File: config.mk
export PLATFORM = sky130hd
export DESIGN_NAME = two_bit_comparator
export DESIGN_NICKNAME = d
export VERILOG_FILES = /design/src/rtl/cmp_pkg.sv /design/src/rtl/cmp_core.sv /design/src/rtl/two_bit_comparator.sv
export SDC_FILE = /design/constraint.sdc
export NUM_CORES = 1
export LEC_CHECK = 0
export BUFFER_PORTS_ARGS = -buffer_cell sky130_fd_sc_hd__buf_2
export CORE_AREA = 4 4 41 43
export CTS_BUF_LIST = sky130_fd_sc_hd__clkbuf_16
export CTS_CLUSTER_SIZE = 14
export DETAILED_ROUTE_END_ITERATION = 10
export DIE_AREA = 0 0 45 47
export GPL_ROUTABILITY_DRIVEN = 0
export MAX_ROUTING_LAYER = met4
export SYNTH_ARGS = -nofsm -noshare
export SYNTH_HDL_FRONTEND = slang
export SYNTH_HIERARCHICAL = 1
export SYNTH_SLANG_ARGS = --single-unit
File: constraint.sdc
create_clock -name clk -period 1.1 [get_ports clk]
set_clock_uncertainty 0.1 [all_clocks]
set_input_delay 0.11 -clock clk [delete_from_list [all_inputs] [get_ports clk]]
set_output_delay 0.11 -clock clk [all_outputs]
set_load 0.02 [all_outputs]
File: src/rtl/cmp_pkg.sv
// Shared definitions for the registered magnitude comparator: one-hot result
// encoding ordered {G,E,L} and a one-hot legality check.
package cmp_pkg;

  localparam logic [2:0] CMP_LT = 3'b001;
  localparam logic [2:0] CMP_EQ = 3'b010;
  localparam logic [2:0] CMP_GT = 3'b100;

  function automatic logic cmp_is_onehot(input logic [2:0] res);
    return (res == CMP_LT) || (res == CMP_EQ) || (res == CMP_GT);
  endfunction

endpackage

File: src/rtl/cmp_core.sv
// Combinational magnitude compare of two WIDTH-bit operands, unsigned or
// two's-complement, producing the one-hot {gt, eq, lt} vector.
module cmp_core
  import cmp_pkg::*;
#(
  parameter int WIDTH  = 2,
  parameter bit SIGNED = 1'b0
) (
  input  logic [WIDTH-1:0] a,
  input  logic [WIDTH-1:0] b,
  output logic [2:0]       cmp
);

  logic [WIDTH-1:0] sign_flip;
  logic [WIDTH-1:0] a_key;
  logic [WIDTH-1:0] b_key;

  // Inverting the sign bit maps two's-complement order onto unsigned order,
  // so one unsigned compare serves both modes without widening operands.
  always_comb begin
    sign_flip            = '0;
    sign_flip[WIDTH-1]   = SIGNED;
  end

  assign a_key = a ^ sign_flip;
  assign b_key = b ^ sign_flip;

  // NOTE: every path assigns cmp, so no latch is inferred.
  always_comb begin
    if (a == b)             cmp = CMP_EQ;
    else if (a_key > b_key) cmp = CMP_GT;
    else                    cmp = CMP_LT;
  end

endmodule

File: src/rtl/two_bit_comparator.sv
// Registered magnitude comparator: captures a one-hot {G,E,L} result one cycle
// after each valid operand pair; results hold while idle.
module two_bit_comparator
  import cmp_pkg::*;
#(
  parameter int WIDTH  = 2,
  parameter bit SIGNED = 1'b0
) (
  input  logic             clk,
  input  logic             rst_n,
  input  logic             in_valid,
  input  logic [WIDTH-1:0] a,
  input  logic [WIDTH-1:0] b,
  output logic             out_valid,
  output logic             G,
  output logic             E,
  output logic             L
);

  logic [2:0] cmp_next;

  cmp_core #(
    .WIDTH  (WIDTH),
    .SIGNED (SIGNED)
  ) u_core (
    .a   (a),
    .b   (b),
    .cmp (cmp_next)
  );

  // NOTE: sequential state uses non-blocking assignments; the missing else on
  // in_valid is a clock-enabled hold on the flops, not a latch.
  always_ff @(posedge clk or negedge rst_n) begin
    if (!rst_n) begin
      out_valid <= 1'b0;
      {G, E, L} <= 3'b000;
    end else begin
      out_valid <= in_valid;
      if (in_valid) {G, E, L} <= cmp_next;
    end
  end

  a_result_onehot: assert property (@(posedge clk) disable iff (!rst_n)
    out_valid |-> cmp_is_onehot({G, E, L}));

endmodule

# Word level (Yosys, flattened, before mapping)
# Index checks and enable logic that the tools add are counted.
word_totals:
  elab_cells: 8
  output_inout_bits: 4
  inputBits: 7
  ff_bits: 4
classes:
  n_lt_le_gt_ge: 1
  eq_ne: 1
  n_mux: 2
op_table:
  columns: ["operator", "n"]
  rows:
  - ["$mux 3", 2]
  - ["$eq 2x2->1", 1]
  - ["$gt 2x2->1", 1]

# Logic depth before layout (Yosys ltp)
# Gate-level depths: netlist (run 1).
logic_depth:
  word_depth: 3
  mapped_depth: 5
  ltp_nobuf: 5

# Modules after synthesis
# The synthesis (run 1) kept the hierarchy.
by_module_without_submodules:
  columns: ["module", "area_per_inst_um2", "instances", "cells_each", "seq_area_each_um2"]
  rows:
  - ["two_bit_comparator", 133.9, 1, 7, 100.1]
  - ["cmp_core", 75.1, 1, 10, 0.0]

# Worst setup path before layout (run 1)
# Ideal clock, no wire load.
synth_path:
  path_type: "input to register"
  start: "input port b[1]"
  end: "register G"
  path_slack_ps: 28
  required_ps: 875
  stages: 5
  setup_time_ps: 125
  n_path_buf: 0
  t_arrival_ps: 847
  cell_sequence: "inv_1 ha_1 and2_4 a21oi_2 mux2_2"
synth_between:
  elab_chain_len: 3
  elab_cells_between_ends: 4
  cone_classes: "order compare: 1; eq/ne: 1; mux: 2"
synth_rtl:
  columns: ["element", "line", "text"]
  rows:
  - ["start: declaration", "two_bit_comparator.sv:13", "input logic [WIDTH-1:0] b,"]
  - ["$gt 2x2->1", "cmp_core.sv:31", "else if (a_key > b_key) cmp = CMP_GT;"]
  - ["$mux 3", "cmp_core.sv:31", null]
  - ["$mux 3 *", "cmp_core.sv:30", "if (a == b) cmp = CMP_EQ;"]
  - ["named net cmp_next[2]", "two_bit_comparator.sv:20", "logic [2:0] cmp_next;"]
  - ["end signal: assignment", "two_bit_comparator.sv:39", "if (in_valid) {G, E, L} <= cmp_next;"]
  - ["end: declaration", "two_bit_comparator.sv:15", "output logic G,"]
# The timed path passes the listed nets; every way through them passes the cells marked *.
# A chain may end at the register's enable or synchronous reset.

# Worst setup path after layout (run 1)
# Ends and elaborated chain as after synthesis.

==> run summary, run 1 <==
Synthesized net count -> 26
H-tree depth -> 1
Register area share after synthesis -> 0.479
Final non-filler cell total -> 47
Area share of the largest cell type after synthesis -> 0.479
Clock tree buffer depth -> 2
Clock Tree Root -> clkbuf_16
Die Area -> 2120 µm²
RSZ-0062 raised after global routing -> no
Die Height -> 47 µm
Final Net Count -> 43
Largest net degree at the start of global routing -> 5
Global-route wire length before repair -> 745 µm
Count leader, synth -> dfrtp_1
Crit path kind -> in -> reg
Crit path max fanout -> 3
Final setup vio count -> 0
Layout cells sized above 1 -> 0.594
Post-route setup slack -> 120 ps
# DRC -> 0
Outcome -> finished clean
Initial antenna violation count -> 0
Asr flop ratio synth -> 1.00
Pwr dens -> 2270 nW/µm²
Initial detailed-routing violation count -> 0
Synth warn -> 6
Top post-synthesis cells by area -> dfrtp_1 (48%), mux2_2 (16%), ha_1 (12%)
Max-slew violations -> 0
Final WL -> 464 µm
Yosys cell types -> 7
Count of final hold-check violations -> 0
Placed insts -> 42
FF+latch count, synth -> 4
GRT overflow -> 0
CTS Sinks -> 4
Finished Core Util -> 0.287
Core ar. -> 1300 µm²
Top cells by count, synth -> dfrtp_1 (4), inv_1 (3), mux2_2 (3)
Area of the mapped netlist -> 209 µm²
Vias in the first global route -> 173
Dominant synthesized flop cell -> dfrtp_1
Worst setup EP type -> flop
Row cnt -> 13
Initial Util -> 0.161
Port Buf Inserts -> 10
Relative slew slack -> 0.920
Post-synthesis cell count -> 17
Fmax -> 1.02 GHz
Hold WC Path Type -> in -> reg
Worst-path clk slew -> 30 ps
Diodes inserted -> 0
CP startpoint kind -> input pin
# IOs -> 11
Post-synth EDFFs -> 0
Detailed Routing Iterations Pass 1 -> 1
Min Clock Period, post-route -> 980 ps
VDD IR max -> 0.000637 V
Slew @ Worst Pin -> 121 ps
Post-synthesis area per instance -> 12.3 µm²
CTS tree -> done
Post-cts resize count -> 0
Worst skew pair latency -> 220 ps
Post-synth top area cell -> dfrtp_1
CP required -> 1100 ps
Data arrival time of the critical path -> 980 ps
All-layer global routing usage -> 0.0589
Final period util -> 0.891
Pre-CTS setup slack -> -102 ps
Antenna viol nets, final -> 0
Area Growth Syn to Fin -> 78.4%
Die Wd -> 45 µm
Drt via density -> 3.64
Via count -> 171
WL per Instance -> 9.87 µm
Max-cap violations -> 0
Lkg Pwr -> 0.000190 µW
Num CTS Buffers -> 3
## stage by stage
stage / instance area, µm² / TNS (ps) / hold WS [ps] / total power [µW]
floorplan: 209 / 0 / -286 / 251
global placement: 278 / -218 / -182 / 291
detailed placement: 278 / -223 / -181 / 294
CTS: 373 / 0 / 92.0 / 862
global route: 373 / 0 / 111 / 891
finish: 373 / 0 / 106 / 848
## placed cells by master (no fill, tap or decap)
master	synthesis	final
a21oi_2	2	2
and2_4	1	1
buf_2	0	10
clkbuf_16	0	3
dfrtp_1	4	4
dlygate4sd3_1	0	2
ha_1	2	2
inv_1	3	3
mux2_2	3	3
nand2b_1	2	2
## flip-flops by register name, summed over array words and instances (netlist names)
signal,count
E,1
G,1
L,1
out_valid,1
## worst max-delay path: stages
cell and delay (ps):
buf_2 80, inv_1 30, ha_1 320, and2_4 160, a21oi_2 30, mux2_2 250
## per-layer routing
metal / track usage / wire length, µm / up-vias
met5: - / 0 / -
met4: 0.0175 / 0 / 0
met3: 0.0690 / 92 / 0
met2: 0.0650 / 158 / 13
met1: 0.0641 / 213 / 72
li1: - / - / 86
## where the power goes
group,switching (µW),leakage (µW),internal [µW]
combinational,60.7,0.000104,58.0
clock,87.8,0.0000370,463
sequential,10.1,0.0000488,168
total,159,0.000190,689
## worst paths after layout
check,startpoint,end,slack [ps],cells after the start
hold / removal,in_valid,G$_DFFE_PN0P_,110,2
max in group asynchronous,rst_n,E$_DFFE_PN0P_,660,2
hold reg to reg,L$_DFFE_PN0P_,L$_DFFE_PN0P_,410,1
setup / recovery,b[1],G$_DFFE_PN0P_,120,6
setup reg to reg,E$_DFFE_PN0P_,E$_DFFE_PN0P_,250,1
min in group asynchronous,rst_n,out_valid$_DFF_PN0_,120,2
## cell families (layout without fill, tap and decap cells)
group / after synthesis / in the layout / synth area share
flip-flops: 4 / 4 / 0.479
multiplexers: 3 / 3 / 0.162
AND/OR/NAND/NOR: 3 / 3 / 0.102
buffers and inverters: 3 / 18 / 0.0539
adder cells (fa/ha/maj): 2 / 2 / 0.120
AO/OA/AOI/OAI: 2 / 2 / 0.0838
## layout make-up
| type | instances | area (µm²) |
|---|---|---|
| clock buffer | 3 | 75.1 |
| inverter | 3 | 11.3 |
| multi-input combinational | 10 | 97.6 |
| timing repair buffer | 12 | 70.1 |
| fill | 142 | 928 |
| sequential | 4 | 100 |
| tap | 15 | 18.8 |
## timing repair
item | in CTS | in global routing
endpoints found under the hold margin | 5 | 0
hold buffers | 2 | 0
buffers inserted | 0 | 0
No activity file was read; power rests on OpenSTA's default activity.
==> run 2: changes to the inputs <==
clock period = 1.2 ns   (was 1.1 ns; I/O delays follow)
==> run 2 against run 1 <==
  * Die area is the same
  * Highest routed layer is now met4
  * Clock-buffer cell count is the same
  * Critical path type unchanged
  * Critical endpoint unchanged
  * Hold slack gained 28 ps
  * Sequential power shrank 9%
  * Sequential share of layout area is the same
  * Critical path depth shrank 3
  * First-iteration DRC count grew 1
==> run summary, run 2 (synthesized netlist as in run 1, its figures left out) <==
Global-route wire length before repair -> 786 µm
Clock tree buffer depth -> 2
Final period util -> 0.929
Relative slew slack -> 0.920
# DRC -> 0
Max-slew violations -> 0
Final setup vio count -> 0
Most common cell after layout, fill and taps aside -> buf_2
Vias in the first global route -> 178
WL per Instance -> 11.1 µm
Slew @ Worst Pin -> 120 ps
Num CTS Buffers -> 3
GRT overflow -> 0
Lkg Pwr -> 0.000190 µW
Die Area -> 2120 µm²
Clk pwr share -> 0.658
Critical Path Max Stage Delay -> 510 ps
Fmax -> 0.897 GHz
Antenna viol nets, final -> 0
H-tree depth -> 1
Max-cap violations -> 0
Total negative slack -> 0 ps
Initial antenna violation count -> 0
Clock Tree Root -> clkbuf_16
Crit path max fanout -> 4
Worst skew pair latency -> 220 ps
Min Clock Period, post-route -> 1110 ps
CP max-delay cell -> dlygate4sd3_1
CP required -> 1200 ps
Sw Share -> 0.206
Diodes inserted -> 0
# IOs -> 11
Row cnt -> 13
Pint -> 633 µW
Outcome -> finished clean
Placement Cell Area -> 278 µm²
Layout cells sized above 1 -> 0.594
Crit path kind -> in -> reg
Final WL -> 523 µm
Drt via density -> 3.57
Hold WS -> 134 ps
Pwr dens -> 2140 nW/µm²
Count of final hold-check violations -> 0
RSZ-0062 raised after global routing -> no
Via count -> 168
Final Net Count -> 43
Worst setup EP type -> flop
Comb power frac -> 0.138
Core ar. -> 1300 µm²
Die Wd -> 45 µm
CP Cell Sequence -> dlygate4sd3_1 -> buf_2 -> mux2_2
CTS tree -> done
Hold WC Path Type -> in -> async
Die Height -> 47 µm
Final Instance Area -> 373 µm²
Area Growth Syn to Fin -> 78.4%
Worst-path clk slew -> 30 ps
Detailed Routing Iterations Pass 1 -> 2
Port Buf Inserts -> 10
CP startpoint kind -> input pin
VDD IR max -> 0.000497 V
Sequential Power Share -> 0.203
Initial detailed-routing violation count -> 1
NetSw -> 164 µW
Data arrival time of the critical path -> 1120 ps
Largest net degree at the start of global routing -> 5
All-layer global routing usage -> 0.0654
Commonest cells after routing, fill and taps aside -> buf_2 (10), dfrtp_1 (4), mux2_2 (3), clkbuf_16 (3), inv_1 (3)
CTS Sinks -> 4
Initial Util -> 0.161
Detailed Place HPWL -> 390 µm
-- run 2: cell counts in the layout (fill, tap and decap cells not counted) --
No cell type changed its count.
-- run 2: final cells by class --
cell class,count,area [µm²]
repair buffers,12,70.1
fillers,141,928
clock buffers,3,75.1
well taps,15,18.8
inverters,3,11.3
flip-flops and latches,4,100
multi-input cells,10,97.6
-- run 2: per-layer routing --
metal  global-route usage  up-vias  share of wire
met4               0.0526        0          0.023
met5                    -        -              0
li1                     -       85              -
met3               0.0651        2           0.19
met2               0.0847       13           0.37
met1               0.0548       68           0.41
-- run 2: metrics by stage --
stage | utilization | worst slack (ps) | power [µW] | cells
finish | 0.287 | 85.5 | 798 | 47
global route | 0.287 | 59.5 | 830 | 47
CTS | 0.287 | 88.0 | 816 | 47
detailed placement | 0.213 | -21.4 | 270 | 42
global placement | 0.213 | -2.27 | 267 | 42
floorplan | - | 118 | 230 | 17
-- run 2: critical path: cells and delay by family --
kind	cells	cell delay (ps)
buffers and inverters	2	660
muxes	1	340
-- run 2: what timing repair did --
item,in CTS,in global routing
endpoints found under the hold margin,5,0
hold buffers,2,0
setup buffers,0,0
gates resized for setup,0,0
-- run 2: final timing paths --
kind | startpoint | end | slack (ps) | cells after the start
max | in_valid | G$_DFFE_PN0P_ | 90 | 3
min | rst_n | out_valid$_DFF_PN0_ | 130 | 2
max reg2reg | L$_DFFE_PN0P_ | L$_DFFE_PN0P_ | 350 | 1
min reg2reg | E$_DFFE_PN0P_ | E$_DFFE_PN0P_ | 400 | 1
max in group asynchronous | rst_n | L$_DFFE_PN0P_ | 740 | 2
min in group clk | b[0] | E$_DFFE_PN0P_ | 310 | 4
-- run 2: power by group through the flow --
| stage | registers [µW] | logic (µW) | clock network, µW |
|---|---|---|---|
| after global routing | 164 | 121 | 545 |
| final | 162 | 110 | 525 |
| after global placement | 163 | 103 | 0 |
| after detailed placement | 163 | 107 | 0 |
| after CTS | 162 | 112 | 541 |
| after floorplan | 186 | 43.6 | 0 |
==> run 3: changes to the inputs <==
ABC_AREA = 1   (was not set)
==> run 3 against run 2 <==
  * Setup slack improved by 160 ps
  * Clock power is 3% lower
  * Die area unchanged
  * Power down 4.1%
  * Sequential share of layout area is 0.090 points lower
  * Largest power group unchanged
  * First-iteration DRC count unchanged
  * Highest routed layer unchanged
==> run summary, run 3 <==
Outcome -> finished clean
Die Area -> 2120 µm²
Placement Cell Area -> 279 µm²
Count leader, synth -> nand2_1
Vias in the first global route -> 183
Commonest cells after routing, fill and taps aside -> nand2_1 (11), buf_2 (10), dfrtp_1 (4), inv_1 (4), clkbuf_16 (3)
Fillcell total -> 147
All-layer global routing usage -> 0.0492
Worst setup EP type -> output pin
Hold WC Path Type -> in -> async
Final WL -> 397 µm
Data arrival time of the critical path -> 740 ps
Clock tree buffer depth -> 2
Count of final hold-check violations -> 0
Asr flop ratio synth -> 1.00
Final Instance Area -> 374 µm²
Detailed Routing Iterations Pass 1 -> 2
Final setup vio count -> 0
CP required -> 980 ps
Top post-synthesis cells by area -> dfrtp_1 (48%), nand2_1 (20%), ha_1 (12%)
Dominant synthesized flop cell -> dfrtp_1
Diodes inserted -> 0
Worst skew pair latency -> 220 ps
Post-synthesis area per instance -> 8.08 µm²
Final period util -> 0.797
H-tree depth -> 1
Antenna viol nets, final -> 0
Pwr dens -> 2040 nW/µm²
Max-slew violations -> 0
# DRC -> 0
# IOs -> 11
CP startpoint kind -> flop
Core ar. -> 1300 µm²
Die Height -> 47 µm
Final Net Count -> 52
Worst-path clk slew -> 30 ps
Initial antenna violation count -> 0
Yosys cell types -> 8
CP Cell Sequence -> buf_2
FF+latch count, synth -> 4
Synthesized net count -> 35
Synth warn -> 6
GRT overflow -> 0
Crit path kind -> reg -> out
Drt via density -> 3.39
Crit path max fanout -> 2
Fmax -> 1.05 GHz
CP max-delay cell -> dfrtp_1
Area of the mapped netlist -> 210 µm²
Lkg Pwr -> 0.000218 µW
Min Clock Period, post-route -> 957 ps
Initial Util -> 0.162
Via count -> 190
Relative slew slack -> 0.927
Initial detailed-routing violation count -> 1
Largest net degree at the start of global routing -> 6
Num CTS Buffers -> 3
RSZ-0062 raised after global routing -> no
Register area share after synthesis -> 0.476
Post-synth EDFFs -> 0
CTS tree -> done
Instance count on the critical path -> 1
Post-synthesis cell count -> 26
Clock Tree Root -> clkbuf_16
Top cells by count, synth -> nand2_1 (11), dfrtp_1 (4), inv_1 (4)
CP top delay family -> flip-flops
Slew @ Worst Pin -> 110 ps
Area share of the largest cell type after synthesis -> 0.476
Bufs and invs on worst path -> 1
Detailed Place HPWL -> 325 µm
Register-to-Register Path Depth -> 2
Total negative slack -> 0 ps
Die Wd -> 45 µm
Most common cell after layout, fill and taps aside -> nand2_1
Max-cap violations -> 0
VDD IR max -> 0.000511 V
Layout cells sized above 1 -> 0.439
Port Buf Inserts -> 10
CTS Sinks -> 4
WL per Instance -> 7.09 µm
Post-synth top area cell -> dfrtp_1
Postcts setup bufs -> 0
Row cnt -> 13
Area Growth Syn to Fin -> 78.0%
Critical Path Max Stage Delay -> 360 ps
Global-route wire length before repair -> 641 µm
run 3: cell count changes after synthesis, sizes merged:
cell	before	now
and2	1	0
a21oi	2	1
nand2	0	12
mux2	3	0
nand2b	2	0
inv	3	6
nor2	0	1
run 3: worst paths after layout:
path / startpoint / slack [ps] / end
min: rst_n / 140 / E$_DFFE_PN0P_
min reg2reg: G$_DFFE_PN0P_ / 360 / G$_DFFE_PN0P_
max in group asynchronous: rst_n / 750 / out_valid$_DFF_PN0_
min in group clk: b[0] / 260 / E$_DFFE_PN0P_
max reg2reg: L$_DFFE_PN0P_ / 520 / L$_DFFE_PN0P_
max: E$_DFFE_PN0P_ / 240 / E
run 3: through the flow:
step / power, µW / hold WS (ps) / setup WS, ps / utilization / instances
2_1_floorplan: 218 / -276 / 303 / - / 26
3_3_place_gp: 251 / -174 / 168 / 0.214 / 51
3_5_place_dp: 252 / -173 / 164 / 0.214 / 51
4_1_cts: 777 / 130 / 237 / 0.288 / 56
5_1_grt: 798 / 155 / 204 / 0.288 / 56
6_report: 765 / 137 / 243 / 0.288 / 56
run 3: where the power goes:
| group | total, µW | switching [µW] | leakage [µW] | internal [µW] |
|---|---|---|---|---|
| clock | 511 | 85.7 | 0.0000370 | 425 |
| combinational | 97.4 | 57.6 | 0.000131 | 39.8 |
| sequential | 157 | 5.66 | 0.0000499 | 151 |
| total | 765 | 149 | 0.000218 | 616 |
run 3: logic make-up (layout without fill, tap and decap cells):
group | after synthesis | in the layout | share of synthesized area
buf+inv | 6 | 21 | 0.107
fa+ha+maj | 2 | 2 | 0.119
flops | 4 | 4 | 0.476
compound gates | 1 | 1 | 0.0417
simple gates | 13 | 13 | 0.256
run 3: layer usage:
layer	track usage	part of all wire	wire, µm
met1	0.0622	0.50	200
met2	0.0508	0.32	127
met3	0.0115	0.13	51
met4	0.0702	0.043	17
met5	-	0	0
run 3: cell type report:
class | instances | area, µm² | share of cell area
clock buffers | 3 | 75.1 | 0.201
flip-flops and latches | 4 | 100 | 0.268
repair buffers | 12 | 70.1 | 0.187
inverters | 6 | 22.5 | 0.0602
well taps | 15 | 18.8 | 0.0502
multi-input cells | 16 | 87.6 | 0.234
run 3: worst register-to-register path: stages (launching register included):
cell,delay (ps)
dfrtp_1,360
nand2_1,70
nand2_1,40
run 3: timing repair:
action                                 CTS  global route
resized for setup                        0             0
endpoints found under the hold margin    5             0
hold buffers                             2             0
